File: src/rtl/pipeline_hazard_ctrl.sv
`default_nettype none
// ============================================================================
// Module   : pipeline_hazard_ctrl
// Purpose  : Stall/bubble scheduler for a 5-stage F/D/E/M/W pipeline.
//            Resolves data-memory waits, jump-in-M flushes, load-use
//            interlocks and fetch waits in fixed priority order, and tracks
//            multi-cycle data-memory waits with a timeout flag.
// Options  : HAZARD_PERF_CNT_EN adds stall/flush/load-use performance
//            counters and the perf_clr input.
// Revision : 1.0 - initial release
// ============================================================================
module pipeline_hazard_ctrl #(
   parameter int DMEM_TIMEOUT = 255,
   parameter int REG_W        = 5
) (
   input  logic             clk,
   input  logic             reset,
   input  logic [REG_W-1:0] d_rs,
   input  logic [REG_W-1:0] d_rt,
   input  logic             d_use_rs,
   input  logic             d_use_rt,
   input  logic             e_wreg,
   input  logic             e_m2reg,
   input  logic [REG_W-1:0] e_rn,
   input  logic             m_m2reg,
   input  logic             m_wmem,
   input  logic             m_valid,
   input  logic             m_do_jmp_in_m,
   input  logic             dmem_ready,
   input  logic             imem_ready,
   output logic             f_stall,
   output logic             d_stall,
   output logic             d_bubble,
   output logic             e_stall,
   output logic             e_bubble,
   output logic             m_stall,
   output logic             m_bubble,
   output logic             w_bubble,
`ifdef HAZARD_PERF_CNT_EN
   input  logic             perf_clr,
   output logic [31:0]      perf_stall_cnt,
   output logic [31:0]      perf_flush_cnt,
   output logic [31:0]      perf_luh_cnt,
`endif
   output logic             busy_dmem,
   output logic             err_timeout
);

   typedef enum logic [0:0] {
      ST_RUN       = 1'b0,
      ST_DMEM_WAIT = 1'b1
   } state_t;

   localparam logic [7:0] C_TIMEOUT = 8'(DMEM_TIMEOUT);

   state_t     state_q, state_d;
   logic [7:0] wait_cnt_q, wait_cnt_d;

   logic w_mem_req;
   logic w_data_wait;
   logic w_luh;

   assign w_mem_req   = m_valid & (m_m2reg | m_wmem);
   assign w_data_wait = w_mem_req & ~dmem_ready;
   // Register 0 is hardwired, so a load targeting it never interlocks.
   assign w_luh = e_wreg & e_m2reg & (e_rn != '0) &
                  ((d_use_rs & (d_rs == e_rn)) | (d_use_rt & (d_rt == e_rn)));

   assign busy_dmem = (state_q == ST_DMEM_WAIT);

   // Prioritised stall/bubble decode, wait-state FSM and timeout counter next-state.
   always_comb begin
      f_stall     = 1'b0;
      d_stall     = 1'b0;
      d_bubble    = 1'b0;
      e_stall     = 1'b0;
      e_bubble    = 1'b0;
      m_stall     = 1'b0;
      m_bubble    = 1'b0;
      w_bubble    = 1'b0;
      err_timeout = 1'b0;
      state_d     = state_q;
      wait_cnt_d  = 8'd0;

      if (reset) begin
         d_bubble = 1'b1;
         e_bubble = 1'b1;
         m_bubble = 1'b1;
         w_bubble = 1'b1;
      end else if (w_data_wait) begin
         // Freeze F..M; W receives a bubble while the access is outstanding.
         f_stall  = 1'b1;
         d_stall  = 1'b1;
         e_stall  = 1'b1;
         m_stall  = 1'b1;
         w_bubble = 1'b1;
      end else if (m_do_jmp_in_m) begin
         // F loads the jump target, so it is never stalled here even on imem wait.
         d_bubble = 1'b1;
         e_bubble = 1'b1;
         m_bubble = 1'b1;
      end else if (w_luh) begin
         // D holds, so a concurrent fetch wait needs no D bubble.
         f_stall  = 1'b1;
         d_stall  = 1'b1;
         e_bubble = 1'b1;
      end else if (!imem_ready) begin
         f_stall  = 1'b1;
         d_bubble = 1'b1;
      end

      // Counter tracks consecutive wait cycles, saturating at the timeout value.
      if (w_data_wait) begin
         wait_cnt_d = (wait_cnt_q == C_TIMEOUT) ? wait_cnt_q : wait_cnt_q + 8'd1;
         err_timeout = ~reset & (wait_cnt_q != C_TIMEOUT) &
                       ((wait_cnt_q + 8'd1) == C_TIMEOUT);
      end

      case (state_q)
         ST_RUN:       if (w_data_wait)  state_d = ST_DMEM_WAIT;
         ST_DMEM_WAIT: if (!w_data_wait) state_d = ST_RUN;
         default:      state_d = ST_RUN;
      endcase
   end

   // State and wait-counter registers.
   always_ff @(posedge clk) begin
      if (reset) begin
         state_q    <= ST_RUN;
         wait_cnt_q <= 8'd0;
      end else begin
         state_q    <= state_d;
         wait_cnt_q <= wait_cnt_d;
      end
   end

`ifdef HAZARD_PERF_CNT_EN
   logic w_any_stall;
   logic w_flush_act;
   logic w_luh_act;

   assign w_any_stall = f_stall | d_stall | e_stall | m_stall;
   assign w_flush_act = ~reset & ~w_data_wait & m_do_jmp_in_m;
   assign w_luh_act   = ~reset & ~w_data_wait & ~m_do_jmp_in_m & w_luh;

   // Free-running event counters; a clear request beats a same-cycle increment.
   always_ff @(posedge clk) begin
      if (reset || perf_clr) begin
         perf_stall_cnt <= 32'd0;
         perf_flush_cnt <= 32'd0;
         perf_luh_cnt   <= 32'd0;
      end else begin
         if (w_any_stall) perf_stall_cnt <= perf_stall_cnt + 32'd1;
         if (w_flush_act) perf_flush_cnt <= perf_flush_cnt + 32'd1;
         if (w_luh_act)   perf_luh_cnt   <= perf_luh_cnt + 32'd1;
      end
   end
`endif

endmodule
`default_nettype wire
File: config.mk
export PLATFORM = sky130hd
export DESIGN_NAME = pipeline_hazard_ctrl
export DESIGN_NICKNAME = d
export VERILOG_FILES = /design/src/rtl/pipeline_hazard_ctrl.sv
export SDC_FILE = /design/constraint.sdc
export NUM_CORES = 1
export LEC_CHECK = 0
export ABC_AREA = 1
export CAP_MARGIN = 20
export CELL_PAD_IN_SITES_DETAIL_PLACEMENT = 0
export CELL_PAD_IN_SITES_GLOBAL_PLACEMENT = 1
export CORE_UTILIZATION = 27
export CTS_BUF_LIST = sky130_fd_sc_hd__clkbuf_4
export DETAILED_ROUTE_END_ITERATION = 8
export GPL_TIMING_DRIVEN = 0
export PLACE_DENSITY_LB_ADDON = 0.2
export SLEW_MARGIN = 10
export SYNTH_ARGS = -nofsm -noshare
export SYNTH_HDL_FRONTEND = slang
export SYNTH_SLANG_ARGS = --single-unit
export TNS_END_PERCENT = 30
File: constraint.sdc
create_clock -name clk -period 1.7 [get_ports clk]
set_input_delay 0.255 -clock clk [delete_from_list [all_inputs] [get_ports clk]]
set_output_delay 0.255 -clock clk [all_outputs]
set_load 0.02 [all_outputs]
==> summary.md <==
| Metric | Value |
|---|---|
| Power density cells | `between 300 and 400 nW/um^2` |
| Hold Startpoint | `reset` |
| Placed cell count | `about 200` |
| Area Overhead vs Synth | `78.1%` |
| Maximum VDD drop | `about 0.26 mV` |
| Fin Hold WS | `0.551 ns` |
| Worst Clk Skew | `between 0.005 and 0.006 ns` |
| Tmin final | `between 1.5 and 2 ns` |
| First drt pass iteration count | `4` |
| Global-route wire length before repair | `about 3300 um` |
| Syn avg cell area | `roughly 5.7 sq um` |
| Final std cells w/o fill | `between 200 and 250` |
| IO Pins | `37` |
| Area taken by multi-input logic gates | `~550 sq um` |
| R2R depth | `9` |
| Pins over their slew limit | `0` |
| Status | `finished, violations left` |
| Worst Hold Class | `in2reg` |
| Hold depth | `4` |
| WP data arrival | `about 1.6 ns` |
| Antenna viol nets, final | `0` |
| Starting density of the core | `0.285` |
| Full die area | `3100 sq um` |
| Max Cap Violations | `0` |
| Post-layout nets | `between 200 and 250` |
| Initial antenna violation count | `0` |
| RSZ-0062 raised after global routing | `yes` |
| PortBufs | `36` |
| Sequential Area | `roughly 190 sq um` |
| Placer Congestion | `0.775` |
| Htree depth | `1` |
| Post-synthesis cell count | `~140` |
| Vias in the first global route | `roughly 870` |
| Max clock buf depth | `2` |
| Core area | `2730 sq um` |
| Clk slew on worst S/H paths | `0.07 ns` |
| Register bit total from synthesis | `9` |
| Top delay family on crit path | `simple AND/OR/NAND/NOR gates` |
| Syn. warnings | `0` |
| CP max stage delay | `about 0.36 ns` |
| Synth area leaders | `dfxtp_1, nand2_1, inv_1` |
| Slew @ Worst Pin | `between 0.2 and 0.25 ns` |
| Top cell type's share of synthesized area | `0.232` |
| Routed wire length | `approximately 2000 um` |
| Critical Path RT | `between 1 and 1.5 ns` |
| Failing checks | `negative setup slack` |
| WL per Instance | `about 9.5 um` |
| Sequential fraction of the synthesis area | `0.232` |
| Setup crit start kind | `flop` |
| CTS tree | `done` |
| Root buf cell | `clkbuf_4` |
| Setup violators final | `1` |
| Cell variety after synth | `19` |
| Setup ws final | `-0.110 ns` |
| Clock latency on the worst-skew pair | `0.26 ns` |
| Biggest area consumer among synthesized cells | `dfxtp_1` |
| FILL cells | `between 200 and 300` |
| Post-Syn Nets | `approximately 170` |
| Die width | `approximately 56 um` |
| CP cell instances | `ha_4, nand2_4, nor2_4, nand2_2, o21ai_2, nand4_1, nor2_1, buf_4` |
| Slew margin rel. | `0.862` |
| ANT cells | `0` |
| Post-route clock period utilization | `1.06` |
| Fmax | `around 0.55 GHz` |
| Crit path buffers/inverters | `1` |
| Reg2reg start | `wait_cnt_q[0]$_SDFFE_PN0N_` |
| CP Class | `reg2out` |
| Flop2flop setup slack | `between 0.2 and 0.3 ns` |
| Max FO, Critical Path | `3` |
| Layout Utilization | `0.507` |
| Residual DRC | `0` |
| Largest net degree at the start of global routing | `10` |
| Chip Height | `roughly 56 um` |
| CTS Buf Count | `3` |
| Standard-cell row count | `19` |
| CP Capture Type | `output pin` |
| Aggregate global routing overflow | `0` |
| DP HPWL | `roughly 1500 um` |
| Crit path max-delay cell type | `dfxtp_4` |
| Cell Area, Placed | `roughly 1200 sq um` |
| Post-Syn Area | `roughly 780 sq um` |
| DR vias/cell | `about 4.3` |
| Via count | `approximately 930` |
| Hold Path End | `busy_dmem$_DFF_P_` |
| Clk sink count | `9` |
| Final Instance Area | `1390 sq um` |
| Layout cell share with drive strength beyond 1 | `0.292` |
| Static leakage | `0.000833 uW` |
| Iteration-0 DRC Markers | `7` |
| Hold Fails Final Rpt | `0` |
| Gr usage total | `0.134` |
| Reg-to-Reg End | `wait_cnt_q[1]$_SDFFE_PN0N_` |
[layout by cell type, fill, tap and decap left out, drive strengths merged]
master	n
nand2	43
inv	29
nor2	23
buf	17
dlymetal6s2s	15
nand3	9
dfxtp	9
dlygate4sd2	7
clkdlybuf4s50	5
a21oi	5
o21ai	5
clkbuf	3
nand4	3
xor2	3
clkdlybuf4s15	2
clkinv	2
ha	2
or2	1
nor3	1
nand3b	1
[final cells by class]
class / instances / area share
Multi-Input combinational cell: 96 / 0.395
Timing Repair Buffer: 45 / 0.321
Sequential cell: 9 / 0.140
Inverter: 30 / 0.0903
Tap cell: 31 / 0.0280
Clock buffer: 3 / 0.0162
Buffer: 1 / 0.00542
Clock inverter: 1 / 0.00361
[stage by stage]
step,TNS (ns),total power [uW],setup slack [ns]
final,-0.110,550,-0.110
after global routing,-0.232,576,-0.232
after CTS,-0.280,548,-0.0854
after detailed placement,-4.74,386,-0.743
after global placement,-4.56,385,-0.693
after floorplan,0,286,0.105
[tightest hold or removal path, stage by stage]
cell            delay (ns)
dlymetal6s2s_1        0.17
nor2_4                0.08
buf_4                 0.13
buf_4                 0.14
[kinds of logic (layout without fill, tap and decap cells)]
group,Yosys count,count (layout),synth area share
compound gates,10,10,0.0691
fa+ha+maj,2,2,0.0321
flops,9,9,0.232
simple gates,81,81,0.479
xor+xnor,3,3,0.0338
buf+inv,31,80,0.154
[synth_stat cells]
cell type / instances
dfxtp_1: 9
nand3b_1: 1
nor2_4: 3
nand4_1: 2
nand2_1: 43
nand3_1: 9
a21oi_1: 4
ha_1: 2
nor3_2: 1
a21oi_2: 1
o21ai_0: 1
buf_4: 1
nand4_4: 1
o21ai_1: 4
or2_2: 1
xor2_1: 3
inv_2: 3
inv_1: 27
nor2_1: 20
[layer usage]
layer  track usage  up-vias  share of wire
li1              -      507              -
met2         0.220       27           0.47
met1         0.164      388           0.46
met5             0        -              0
met4        0.0714        0          0.017
met3        0.0279        4          0.055
[power breakdown]
group / switching (uW) / leakage (uW) / internal (uW)
sequential: 1.28 / 0.0000768 / 210
clock: 84.9 / 0.0000177 / 86.9
combinational: 80.4 / 0.000738 / 86.8
[sequential cells by signal, indices dropped and copies added, names as in the netlist]
name,count
wait_cnt_q,8
busy_dmem,1
[what timing repair did]
| item | 4_1_cts | 5_1_grt |
|---|---|---|
| hold buffers | 0 | 0 |
| buffers inserted | 6 | 3 |
| gates resized for setup | 69 | 24 |
| pin swaps | 11 | 16 |
| setup endpoints to repair | 9 | 7 |
[worst max path at each step]
stage	from	endpoint	slack, ns	cells past startpoint
after floorplan	wait_cnt_q[1]$_SDFFE_PN0N_	err_timeout	0.10	7
after global placement	m_valid	err_timeout	-0.69	10
after detailed placement	m_valid	f_stall	-0.74	10
after CTS	d_rt[3]	d_bubble	-0.09	11
after global routing	wait_cnt_q[0]$_SDFFE_PN0N_	err_timeout	-0.23	8
final	wait_cnt_q[0]$_SDFFE_PN0N_	err_timeout	-0.11	8
Note: power is estimated with default switching activity, not from simulation.
